## src/rtl/i2c_pkg.sv

```systemverilog
// Shared I2C definitions: transfer sizing, serializer state encoding and the bus idle level.
package i2c_pkg;

  localparam int MAX_BYTES = 31;
  localparam int BYTE_W    = 8;
  localparam int DATA_W    = MAX_BYTES * BYTE_W;
  localparam int CNT_W     = 5;
  localparam int BIT_CNT_W = 3;

  // Released open-drain SDA reads back high; used by both serializer and deserializer.
  localparam logic SDA_IDLE = 1'b1;

  typedef enum logic [1:0] {
    IDLE  = 2'd0,
    SHIFT = 2'd1,
    ACK   = 2'd2
  } i2c_state_e;

endpackage

```

## src/rtl/i2c_sda_sync.sv

```systemverilog
// Single-flop SDA input synchronizer; 1 CLK latency, resets to the released bus level.
module i2c_sda_sync
  import i2c_pkg::*;
(
  input  logic CLK,
  input  logic RST_N,
  input  logic sda_raw,
  output logic sda_sync
);

  always_ff @(posedge CLK or negedge RST_N) begin
    if (!RST_N) begin
      sda_sync <= SDA_IDLE;
    end else begin
      sda_sync <= sda_raw;
    end
  end

endmodule

```

## src/rtl/i2c_serializer.sv

```systemverilog
// I2C write-data serializer: up to 31 bytes MSB first on SDA, slave ACK sampled per byte; first bit 1 CLK after load.
// Paced entirely by SHIFT_OUT/ACK_SAMPLE under CLK_EN. I2C_SER_NACK_CONTINUE_EN: a NACK is flagged but the transfer continues.
module i2c_serializer
  import i2c_pkg::*;
(
  input  logic              CLK,
  input  logic              RST_N,
  input  logic              CLK_EN,
  input  logic [DATA_W-1:0] I2C_DATA_TX,
  input  logic [CNT_W-1:0]  NUM_BYTES,
  input  logic              LOAD_CORE_SIDE_REG,
  input  logic              SHIFT_OUT,
  input  logic              ACK_SAMPLE,
  input  logic              ABORT,
  input  logic              SDA_IN,
  output logic              SDA_OUT,
  output logic              TX_BUSY,
  output logic              BYTE_DONE,
  output logic              LAST_BYTE,
  output logic              TX_DONE,
  output logic              NACK_ERR
);

  i2c_state_e            state, state_d;
  logic [DATA_W-1:0]     tx_buf, tx_buf_d;
  logic [BYTE_W-1:0]     shreg, shreg_d;
  logic [BIT_CNT_W-1:0]  bit_cnt, bit_cnt_d;
  logic [CNT_W-1:0]      bytes_left, bytes_left_d;
  logic                  sda_out_q, sda_out_d;
  logic                  byte_done_q, byte_done_d;
  logic                  tx_done_q, tx_done_d;
  logic                  nack_err_q, nack_err_d;
  logic                  sda_int;
  logic                  nack;
  logic                  advance;

  i2c_sda_sync u_sda_sync (
    .CLK      (CLK),
    .RST_N    (RST_N),
    .sda_raw  (SDA_IN),
    .sda_sync (sda_int)
  );

  always_ff @(posedge CLK or negedge RST_N) begin
    if (!RST_N) begin
      state       <= IDLE;
      tx_buf      <= '0;
      shreg       <= '0;
      bit_cnt     <= '0;
      bytes_left  <= '0;
      sda_out_q   <= SDA_IDLE;
      byte_done_q <= 1'b0;
      tx_done_q   <= 1'b0;
      nack_err_q  <= 1'b0;
    end else begin
      state       <= state_d;
      tx_buf      <= tx_buf_d;
      shreg       <= shreg_d;
      bit_cnt     <= bit_cnt_d;
      bytes_left  <= bytes_left_d;
      sda_out_q   <= sda_out_d;
      byte_done_q <= byte_done_d;
      tx_done_q   <= tx_done_d;
      nack_err_q  <= nack_err_d;
    end
  end

  always_comb begin
    state_d      = state;
    tx_buf_d     = tx_buf;
    shreg_d      = shreg;
    bit_cnt_d    = bit_cnt;
    bytes_left_d = bytes_left;
    sda_out_d    = sda_out_q;
    byte_done_d  = 1'b0;
    tx_done_d    = 1'b0;
    nack_err_d   = nack_err_q;
    nack         = sda_int;
`ifdef I2C_SER_NACK_CONTINUE_EN
    advance      = 1'b1;
`else
    advance      = ~sda_int;
`endif

    // ABORT bypasses CLK_EN so the master can drop the bus at any instant.
    if (ABORT) begin
      state_d   = IDLE;
      sda_out_d = SDA_IDLE;
    end else if (CLK_EN) begin
      unique case (state)
        IDLE: begin
          if (LOAD_CORE_SIDE_REG && (NUM_BYTES != '0)) begin
            tx_buf_d     = I2C_DATA_TX;
            shreg_d      = I2C_DATA_TX[BYTE_W-1:0];
            sda_out_d    = I2C_DATA_TX[BYTE_W-1];
            bit_cnt_d    = BIT_CNT_W'(BYTE_W - 1);
            bytes_left_d = NUM_BYTES;
            nack_err_d   = 1'b0;
            state_d      = SHIFT;
          end
        end
        SHIFT: begin
          if (SHIFT_OUT) begin
            if (bit_cnt != '0) begin
              shreg_d   = {shreg[BYTE_W-2:0], 1'b0};
              sda_out_d = shreg[BYTE_W-2];
              bit_cnt_d = bit_cnt - 1'b1;
            end else begin
              sda_out_d   = SDA_IDLE;
              byte_done_d = 1'b1;
              state_d     = ACK;
            end
          end
        end
        ACK: begin
          if (ACK_SAMPLE) begin
            if (nack) begin
              nack_err_d = 1'b1;
            end
            if (!advance) begin
              state_d = IDLE;
            end else if (bytes_left == CNT_W'(1)) begin
              tx_done_d = 1'b1;
              state_d   = IDLE;
            end else begin
              // Byte 0 of tx_buf always mirrors the byte now in flight.
              tx_buf_d     = tx_buf >> BYTE_W;
              shreg_d      = tx_buf[2*BYTE_W-1:BYTE_W];
              sda_out_d    = tx_buf[2*BYTE_W-1];
              bytes_left_d = bytes_left - 1'b1;
              bit_cnt_d    = BIT_CNT_W'(BYTE_W - 1);
              state_d      = SHIFT;
            end
          end
        end
        default: begin
          state_d   = IDLE;
          sda_out_d = SDA_IDLE;
        end
      endcase
    end
  end

  assign SDA_OUT   = sda_out_q;
  assign TX_BUSY   = (state != IDLE);
  assign BYTE_DONE = byte_done_q;
  assign LAST_BYTE = (bytes_left == CNT_W'(1)) && TX_BUSY;
  assign TX_DONE   = tx_done_q;
  assign NACK_ERR  = nack_err_q;

endmodule
```

## config.mk

```make
export PLATFORM = sky130hd
export DESIGN_NAME = i2c_serializer
export DESIGN_NICKNAME = d
export VERILOG_FILES = /design/src/rtl/i2c_pkg.sv /design/src/rtl/i2c_sda_sync.sv /design/src/rtl/i2c_serializer.sv
export SDC_FILE = /design/constraint.sdc
export NUM_CORES = 1
export LEC_CHECK = 0
export CAP_MARGIN = 5
export CORE_ASPECT_RATIO = 1.25
export CORE_UTILIZATION = 48
export CTS_BUF_LIST = sky130_fd_sc_hd__clkbuf_8
export DETAILED_ROUTE_END_ITERATION = 10
export GPL_ROUTABILITY_DRIVEN = 0
export PLACE_DENSITY = 0.79
export SYNTH_ARGS = -nofsm -noshare
export SYNTH_HDL_FRONTEND = slang
export SYNTH_SLANG_ARGS = --single-unit
export TNS_END_PERCENT = 20
```

## constraint.sdc

```tcl
create_clock -name CLK -period 1.9 [get_ports CLK]
set_input_delay 0.285 -clock CLK [delete_from_list [all_inputs] [get_ports CLK]]
set_output_delay 0.285 -clock CLK [all_outputs]
set_load 0.05 [all_outputs]
```

==> metrics.csv <==
stage,metric,value,unit
status,violated checks,negative setup slack,
setup_path,CP required,2.29,ns
timing,min cycle time layout,2.02,ns
setup_path,CP Capture Type,flop,
clocking,clock-pin transition on the worst setup and hold timing paths,0.06,ns
clocking,CTS root buf,clkbuf_8,
final_layout,# fillers,1888,
synth,Synth Warn #,0,
timing,max frequency,495,MHz
final_layout,area of the multi-input gates,0.00561,mm^2
timing,Final Setup Violations,235,
synth,Syn Std Cell Area,0.0124,mm^2
timing,Worst Max-Slew Pin Slew,0.597,ns
routing,DR iter-0 viols,554,
final_layout,fin nets,1784,
flow_run,max-cap violations,0,
routing,# DRC,0,
routing,drt pass-1 iters,5,
floorplanning,Starting Density,0.490,
floorplanning,Die Ht,182,um
final_layout,Util after Layout,0.689,
floorplanning,core area,0.0254,mm^2
timing,Hold Fails Final Rpt,0,
routing,WL final,34000,um
synth,Cell variety after synth,43,
routing,via count,9977,
setup_path,Worst Path Arrival,2.41,ns
synth,Synth Register Bits,262,
floorplanning,row cnt,65,
synth,dominant synthesized flop cell,dfrtp_1,
routing,Post-DRT Antenna Nets,0,
grt,vias in the first global route,9846,
clocking,Worst-Skew Late Latency,0.52,ns
routing,Vias/cell,5.31,
synth,Synth Area per Inst,10.5,um^2
timing,final worst slack,-0.119,ns
grt,antenna violations before repair,3,
timing,RSZ-0062 raised after global routing,yes,
place,Placed Area,0.0157,mm^2
power,VDD IR max,713,uV
grt,first-pass GRT wire length,49300,um
timing,"Slew Viols, Final",0,
clocking,clock sink total,262,
final_layout,cell area after layout,0.0175,mm^2
timing,Worst Skew,0.00994,ns
grt,GR Util All Layers,0.232,
clocking,cts bufs inserted,42,
min_path,Worst Hold Class,in2reg,
grt,largest net degree at the start of global routing,68,
status,status,"complete, but fails checks",
routing,drt wl/cell,18.1,um
timing,final period utilization,1.06,
timing,max_slew headroom,0.602,
power,Pwr Density,972,mW/mm^2
floorplanning,# IOs,267,
clocking,htree depth,2,
synth,post-synthesis sequential area ratio,0.528,
place,I/O Buffers,266,
power,Leak Pwr,7.39,nW
clocking,CTS tree,done,
synth,"EDFF count, synth",0,
setup_path,critical-path maximum fanout,23,
grt,global route total overflow,0,
clocking,CTS Buffer Depth,3,
final_layout,layout cells sized above 1,0.140,
place,Post-DP HPWL,21300,um
synth,Syn Inst Count,1188,
synth,Async SR Flop Fraction,1.00,
floorplanning,Die X,146,um
synth,Post-Syn Nets,1458,
setup_path,Setup crit start kind,flop,
setup_path,CP Class,reg2reg,
final_layout,Synth-to-Final Area Change,40.8,%
floorplanning,die area,0.0265,mm^2
final_layout,Reg area,0.00656,mm^2
==> synth_stat cells, types with 2 or more instances <==
library cell,count,area share
ha_1,9,0.0091
o21ai_0,4,0.0016
buf_6,27,0.024
nor4b_2,2,0.0024
buf_1,2,0.00060
buf_2,12,0.0048
or3_1,2,0.0010
a211o_1,2,0.0014
inv_1,15,0.0045
nor2_1,14,0.0042
nand2_1,251,0.076
nand2b_1,10,0.0050
mux2i_1,235,0.19
o21ai_1,241,0.097
nand3_1,3,0.0012
nand3b_1,3,0.0018
a22oi_1,7,0.0042
a21oi_1,9,0.0036
and4_1,2,0.0014
a31oi_1,2,0.0010
nor3_1,3,0.0012
mux2_1,6,0.0054
nor2b_1,2,0.0010
dfrtp_1,260,0.52
clkbuf_1,44,0.013
dfstp_2,2,0.0042
mux2_2,3,0.0027
==> metal layers <==
layer  share of wire  up-vias  GRT usage
li1                -     4777          -
met1            0.40     4806      0.290
met2            0.50      330      0.390
met3           0.068       62     0.0628
met4           0.026        2     0.0720
met5         0.00050        -          0
==> path summary, 6_finish.rpt <==
check | start | to | slack [ns] | cells after the start
worst max-delay path | state[0] | tx_buf[51] | -0.12 | 10
worst min-delay path | SDA_IN | u_sda_sync.sda_sync | 0.18 | 1
worst max register to register | state[0] | tx_buf[51] | -0.12 | 10
worst min register to register | tx_buf[107] | tx_buf[107] | 0.48 | 2
max in group asynchronous | RST_N | SDA_OUT | 0.89 | 3
min in group asynchronous | RST_N | tx_buf[84] | 0.34 | 2
==> cell families (layout without fill, tap and decap cells) <==
kind of cell	Yosys count	in the layout	share of synthesized area
muxes	244	244	0.197
and+or+nand+nor	298	304	0.101
adders and majority gates	9	9	0.00906
AOI/OAI and AO/OA	274	274	0.116
DFF	262	262	0.528
other	0	2	0
buffers and inverters	101	448	0.0489
==> cell usage in the layout, fill, tap and decap left out, types with 3 or more instances in the layout <==
| master | n |
|---|---|
| dfrtp_1 | 260 |
| clkdlybuf4s50_1 | 259 |
| nand2_1 | 238 |
| mux2i_1 | 234 |
| o21ai_1 | 232 |
| clkbuf_8 | 47 |
| buf_4 | 46 |
| inv_1 | 31 |
| buf_12 | 17 |
| clkbuf_16 | 14 |
| nand2_2 | 13 |
| buf_16 | 11 |
| buf_6 | 11 |
| nand2b_1 | 10 |
| nor2_1 | 10 |
| o21ai_2 | 9 |
| mux2_4 | 9 |
| a21oi_1 | 8 |
| ha_1 | 6 |
| nand2_8 | 5 |
| a22oi_1 | 5 |
| o21ai_0 | 4 |
| inv_2 | 3 |
| nand3b_1 | 3 |
| nor3_1 | 3 |
| nand3_1 | 3 |
| ha_4 | 3 |
| clkinv_2 | 3 |
==> sequential cells by signal, summed over array words and instances (netlist names), 2 cells and up <==
| name | count |
|---|---|
| bytes_left | 5 |
| tx_buf | 240 |
| bit_cnt | 3 |
| shreg | 7 |
| state | 2 |
==> power by group <==
| group | total, mW | switching [mW] | internal (mW) |
|---|---|---|---|
| registers | 8.47 | 1.11 | 7.37 |
| clock network | 4.38 | 2.13 | 2.25 |
| logic | 4.16 | 1.95 | 2.21 |
==> through the flow <==
stage / std cells / setup TNS [ns] / total power, mW / hold slack, ns / setup slack (ns)
final: 1878 / -9.60 / 17.0 / 0.176 / -0.119
after global routing: 1878 / -23.30 / 18.0 / 0.169 / -0.146
after CTS: 1847 / -2.68 / 16.6 / 0.150 / -0.0691
after detailed placement: 1762 / -51.84 / 12.0 / 0.308 / -0.342
after global placement: 1762 / -42.99 / 11.7 / 0.293 / -0.302
after floorplan: 1188 / -32.24 / 10.4 / -0.0106 / -0.141
==> worst max-delay path: stages (launching register included) <==
cell and delay (ns):
dfrtp_1 0.40, inv_2 0.09, buf_4 0.12, ha_4 0.18, nand3b_1 0.18, o22ai_4 0.21, buf_12 0.18, nand2_8 0.13
buf_16 0.20, nand2_1 0.10, o21ai_1 0.10
==> area by class of cell <==
| class | count | share of cell area |
|---|---|---|
| clock inverter | 24 | 0.00558 |
| inverter | 15 | 0.00343 |
| tap | 335 | 0.0240 |
| antenna | 2 | 0.000286 |
| timing repair buffer | 362 | 0.234 |
| multi-input combinational | 831 | 0.321 |
| clock buffer | 47 | 0.0370 |
| sequential | 262 | 0.375 |
==> repair_timing <==
item                                   4_1_cts  5_1_grt
cloned                                       3       21
setup endpoints to repair                  257      255
buffers inserted                            10        8
endpoints found under the hold margin       53        0
hold buffers                                 1        0
pin swaps                                    3       18
resized for setup                           17       70
(Power assumes the default switching activity.)
